--- config.mk ---
export PLATFORM = sky130hd
export DESIGN_NAME = ct_sysio_flush_ctrl
export DESIGN_NICKNAME = d
export VERILOG_FILES = /design/src/rtl/ct_sysio_flush_ctrl.sv
export SDC_FILE = /design/constraint.sdc
export NUM_CORES = 1
export LEC_CHECK = 0
export BUFFER_PORTS_ARGS = -buffer_cell sky130_fd_sc_hd__buf_2
export CORE_MARGIN = 8
export CORE_UTILIZATION = 40
export DETAILED_ROUTE_END_ITERATION = 6
export MAX_ROUTING_LAYER = met4
export PLACE_DENSITY = 0.73
export SYNTH_ARGS = -nofsm -noshare
export SYNTH_HDL_FRONTEND = slang
export SYNTH_SLANG_ARGS = --single-unit
--- constraint.sdc ---
create_clock -name forever_cpuclk -period 3.98 [get_ports forever_cpuclk]
set_input_delay 0.398 -clock forever_cpuclk [delete_from_list [all_inputs] [get_ports forever_cpuclk]]
set_output_delay 0.398 -clock forever_cpuclk [all_outputs]
set_load 0.03 [all_outputs]
--- src/rtl/ct_sysio_flush_ctrl.sv ---
// L2-cache flush scheduler: merges pad/core0/core1 flush requests into one L2C req/done flush.
// Optional SYSIO_FLUSH_TIMEOUT_EN adds a REQ/DRAIN timeout limited by cfg_timeout_cycles.
module ct_sysio_flush_ctrl #(
  parameter int TMO_W = 16
) (
  input  logic             forever_cpuclk,
  input  logic             cpurst,
  input  logic             axim_clk_en,
  input  logic             pad_cpu_l2cache_flush_req,
  input  logic             core0_flush_req,
  input  logic             core1_flush_req,
  input  logic             l2c_sysio_flush_done,
  input  logic             l2c_sysio_flush_idle,
  input  logic [TMO_W-1:0] cfg_timeout_cycles,
  output logic             sysio_l2c_flush_req,
  output logic             cpu_pad_l2cache_flush_done,
  output logic             sysio_core0_flush_ack,
  output logic             sysio_core1_flush_ack,
  output logic             flush_busy,
  output logic             flush_timeout_err
);

  typedef enum logic [1:0] {IDLE, REQ, DRAIN, CMPL} state_t;

  state_t     state;
  logic [2:0] pend;
  logic [2:0] serve;
  logic       pad_req_q;
  logic [2:0] evt;
  logic       snap;
  logic       tmo_hit;
  logic       drain_ok;

  // bit0 pad (rising edge), bit1 core0, bit2 core1
  assign evt      = {core1_flush_req, core0_flush_req,
                     pad_cpu_l2cache_flush_req & ~pad_req_q};
  assign snap     = (state == IDLE) && (pend != 3'b000) && axim_clk_en && l2c_sysio_flush_idle;
  assign drain_ok = axim_clk_en && !l2c_sysio_flush_done && l2c_sysio_flush_idle;

`ifdef SYSIO_FLUSH_TIMEOUT_EN
  logic [TMO_W-1:0] tmo_cnt;
  logic [TMO_W-1:0] tmo_nxt;

  assign tmo_nxt = tmo_cnt + 1'b1;
  // Compare the incremented count so req stays high for exactly cfg_timeout_cycles cycles.
  assign tmo_hit = ((state == REQ) || (state == DRAIN)) &&
                   (cfg_timeout_cycles != '0) && (tmo_nxt == cfg_timeout_cycles);

  always_ff @(posedge forever_cpuclk) begin
    if (cpurst) begin
      tmo_cnt           <= '0;
      flush_timeout_err <= 1'b0;
    end else begin
      if (snap)
        tmo_cnt <= '0;
      else if ((state == REQ) || (state == DRAIN))
        tmo_cnt <= tmo_nxt;
      if (tmo_hit)
        flush_timeout_err <= 1'b1;
    end
  end
`else
  logic unused_cfg;

  assign unused_cfg        = ^cfg_timeout_cycles;
  assign tmo_hit           = 1'b0;
  assign flush_timeout_err = 1'b0;
`endif

  always_ff @(posedge forever_cpuclk) begin
    if (cpurst) begin
      state                      <= IDLE;
      pend                       <= 3'b000;
      serve                      <= 3'b000;
      pad_req_q                  <= 1'b0;
      sysio_l2c_flush_req        <= 1'b0;
      cpu_pad_l2cache_flush_done <= 1'b0;
    end else begin
      pad_req_q <= pad_cpu_l2cache_flush_req;
      // Events in the snapshot cycle survive for the next flush.
      pend      <= (snap ? 3'b000 : pend) | evt;
      if (!pad_cpu_l2cache_flush_req)
        cpu_pad_l2cache_flush_done <= 1'b0;
      case (state)
        IDLE: begin
          if (snap) begin
            serve               <= pend;
            sysio_l2c_flush_req <= 1'b1;
            state               <= REQ;
          end
        end
        REQ: begin
          if (tmo_hit) begin
            sysio_l2c_flush_req <= 1'b0;
            state               <= CMPL;
            if (serve[0] && pad_cpu_l2cache_flush_req)
              cpu_pad_l2cache_flush_done <= 1'b1;
          end else if (axim_clk_en && l2c_sysio_flush_done) begin
            sysio_l2c_flush_req <= 1'b0;
            state               <= DRAIN;
          end
        end
        DRAIN: begin
          if (tmo_hit || drain_ok) begin
            state <= CMPL;
            if (serve[0] && pad_cpu_l2cache_flush_req)
              cpu_pad_l2cache_flush_done <= 1'b1;
          end
        end
        CMPL: begin
          serve <= 3'b000;
          state <= IDLE;
        end
        default: state <= IDLE;
      endcase
    end
  end

  assign sysio_core0_flush_ack = (state == CMPL) & serve[1];
  assign sysio_core1_flush_ack = (state == CMPL) & serve[2];
  assign flush_busy            = (state != IDLE);

endmodule
==> key figures <==
Detailed routing
  – Final WL: ~1100 microns
  – Drt first pass iters: 4
  – Post-DRT Antenna Nets: 0
  – Post-DR wirelength/cell: between 10 and 15 microns
  – Drt drc: 0
  – Initial drt markers: 12
  – Post-DR vias/cell: between 5 and 6
  – Vias: 453

Logic synthesis
  – Post-synth EDFFs: 0
  – Syn Area/Cell: 9.09 sq um
  – Syn Inst Count: 61
  – Synth Flop Type: dfxtp_1
  – Async SR Flop Fraction: 0%
  – Mapped Area: around 550 sq um
  – Register bit total from synthesis: 11
  – Register area share after synthesis: between 30% and 40%
  – Unique masters post-synth: 24
  – Synthesized net count: slightly below 90
  – Yosys Warn Count: 0

Timing
  – Final Max Slew Viols: 0
  – Setup TNS Final: 0 ns
  – Clock Skews: 0.00199 ns
  – Peak Freq: 585 MHz
  – Final hold violations: 0
  – Final setup fails: 0
  – Crit share post-route: a little over two fifths
  – RSZ-0062 raised after global routing: false
  – Post-route minimum period: ~1.7 ns

Floorplan
  – DIE AREA: ~0.0028 sq mm
  – I/O pins: 30
  – Placeable Area: around 0.0013 sq mm
  – Die W: 53.2 microns
  – Die height: around 53 microns
  – Starting Density: between 40% and 50%
  – # rows: 13

CTS
  – CTS H-tree lvls: 1
  – Hold-fix buffers, CTS: 0
  – Cts bufs inserted: 3
  – TritonCTS sink count: 11
  – Post-CTS setup buffers: 0
  – Skew-Pair Late Insertion Delay: about 0.26 ns
  – Clock transition at path regs: about 0.060 ns
  – Root buf cell: clkbuf_4
  – Number of cells upsized or downsized after cts: 0
  – Longest Clk Path Bufs: 2
  – CTS tree: built

Global routing
  – Pin count of the biggest net entering global routing: 12
  – First-pass GRT wire length: 1750 microns
  – Initial antenna violation count: 0
  – Vias in the first global route: around 450
  – Met3 GRT Util: under 10%
  – Met2 Resource Use GR: 13.1%
  – M1 GR Usage: around 8.8%
  – GR Overflow Total: 0
  – Busiest layer in global routing: met2
  – Total GRT Usage: slightly below 9%

Cells and area
  – Fraction of layout cells with a size suffix above 1: 29.3%
  – Register area: approximately 220 sq um
  – Commonest non-fill, non-tap cell in the layout: buf_2
  – Design Area, Final: around 650 sq um
  – Nets@finish: ~100
  – Layout area overhead: 16.9%
  – Most frequent cells in the layout: 12 x buf_2, 11 x dfxtp_1, 9 x nor2_1, 5 x a21oi_1
  – Fillers: between 100 and 150
  – Post-route insts no fill: 90
  – N_diodes: 0
  – Multi-input logic area: 312 sq um

Setup path
  – Crit Path Max Fanout: 4
  – Arr. time, crit path: 1.31 ns
  – Crit path launch type: flop
  – Crit. End Element: output pin
  – WS Path Type: reg2out
  – R2R Setup Slk: 2.53 ns
  – Required time of the critical path: roughly 3.6 ns

Placed design
  – DP Area: 622 sq um
  – Port Buffers: 12
  – Dpl cells: 86
  – Gpl congestion: about 0.74
  – DP HPWL: about 900 microns

Run status
  – Status: finished, final reports clean

Job
  – Max Cap Viol: 0

Power
  – Pwr dens: around 530 mW/mm^2
  – Maximum resistive drop on vdd: about 0.27 mV
  – Leakage power: 0.000289 uW

Worst hold path
  – Worst Hold Class: in2reg
-- cells by family (layout without fill, tap and decap cells) --
kind of cell / count (synthesis) / after routing / share of synthesized area (%)
AOI/OAI and AO/OA: 16 / 16 / 21.4
other: 1 / 1 / 0.677
buffers and inverters: 5 / 19 / 4.06
DFF: 11 / 11 / 39.7
and+or+nand+nor: 24 / 24 / 25.1
adders and majority gates: 4 / 4 / 9.03
-- flip-flops by register name, summed over array words and instances, names as in the netlist --
name	count
pend	3
serve	3
sysio_l2c_flush_req	1
cpu_pad_l2cache_flush_done	1
state	2
pad_req_q	1
-- per-stage QoR --
stage / setup slack [ns] / total power, uW / hold slack [ns] / util (%)
5_1_grt: 2.16 / 368 / 0.329 / 49.8
4_1_cts: 2.24 / 349 / 0.333 / 49.8
3_5_place_dp: 2.53 / 274 / 0.450 / 47.8
3_3_place_gp: 2.54 / 269 / 0.448 / 47.8
6_report: 2.27 / 342 / 0.340 / 49.8
2_1_floorplan: 2.62 / 242 / 0.471 / -
-- power by group --
| part | total, uW | leakage (uW) | switching [uW] | internal, uW |
|---|---|---|---|---|
| Combinational | 135 | 0.000184 | 80.7 | 54.1 |
| Clock | 72.0 | 0.0000150 | 33.3 | 38.7 |
| Sequential | 135 | 0.0000903 | 11.3 | 124 |
-- area by class of cell --
cell class	count	share of cell area, %
timing repair buffer	12	9.27
multi-input combinational	45	48.1
tap	15	2.90
inverter	3	1.74
clock buffer	4	4.05
sequential	11	34.0
-- cells in the mapped netlist, types with 2 or more instances --
master	count	share of area, %
o21a_1	2	2.7
ha_1	4	9.0
and2_1	2	2.3
a22oi_1	3	4.1
o21ai_1	2	1.8
inv_1	3	2.0
nor2b_1	3	3.4
nand2_1	4	2.7
nor2_1	9	6.1
dfxtp_1	11	40
a21oi_1	5	4.5
-- metal layers --
metal / vias up / routed length [microns]
met5: - / 0
met4: 0 / 15
met3: 2 / 73
met2: 10 / 503
met1: 199 / 470
li1: 242 / -
-- final timing paths --
kind / start / end / cells after the start
setup / recovery: state[0] / flush_busy / 4
hold / removal: core1_flush_req / pend[2] / 3
setup reg to reg: state[1] / serve[1] / 6
hold reg to reg: cpu_pad_l2cache_flush_done / cpu_pad_l2cache_flush_done / 1
-- critical path, cell delays in order, from the launching register on --
cell,delay (ns)
dfxtp_1,0.38
inv_1,0.08
ha_1,0.27
inv_1,0.11
buf_2,0.20
Power figures use the tool's default switching activity.
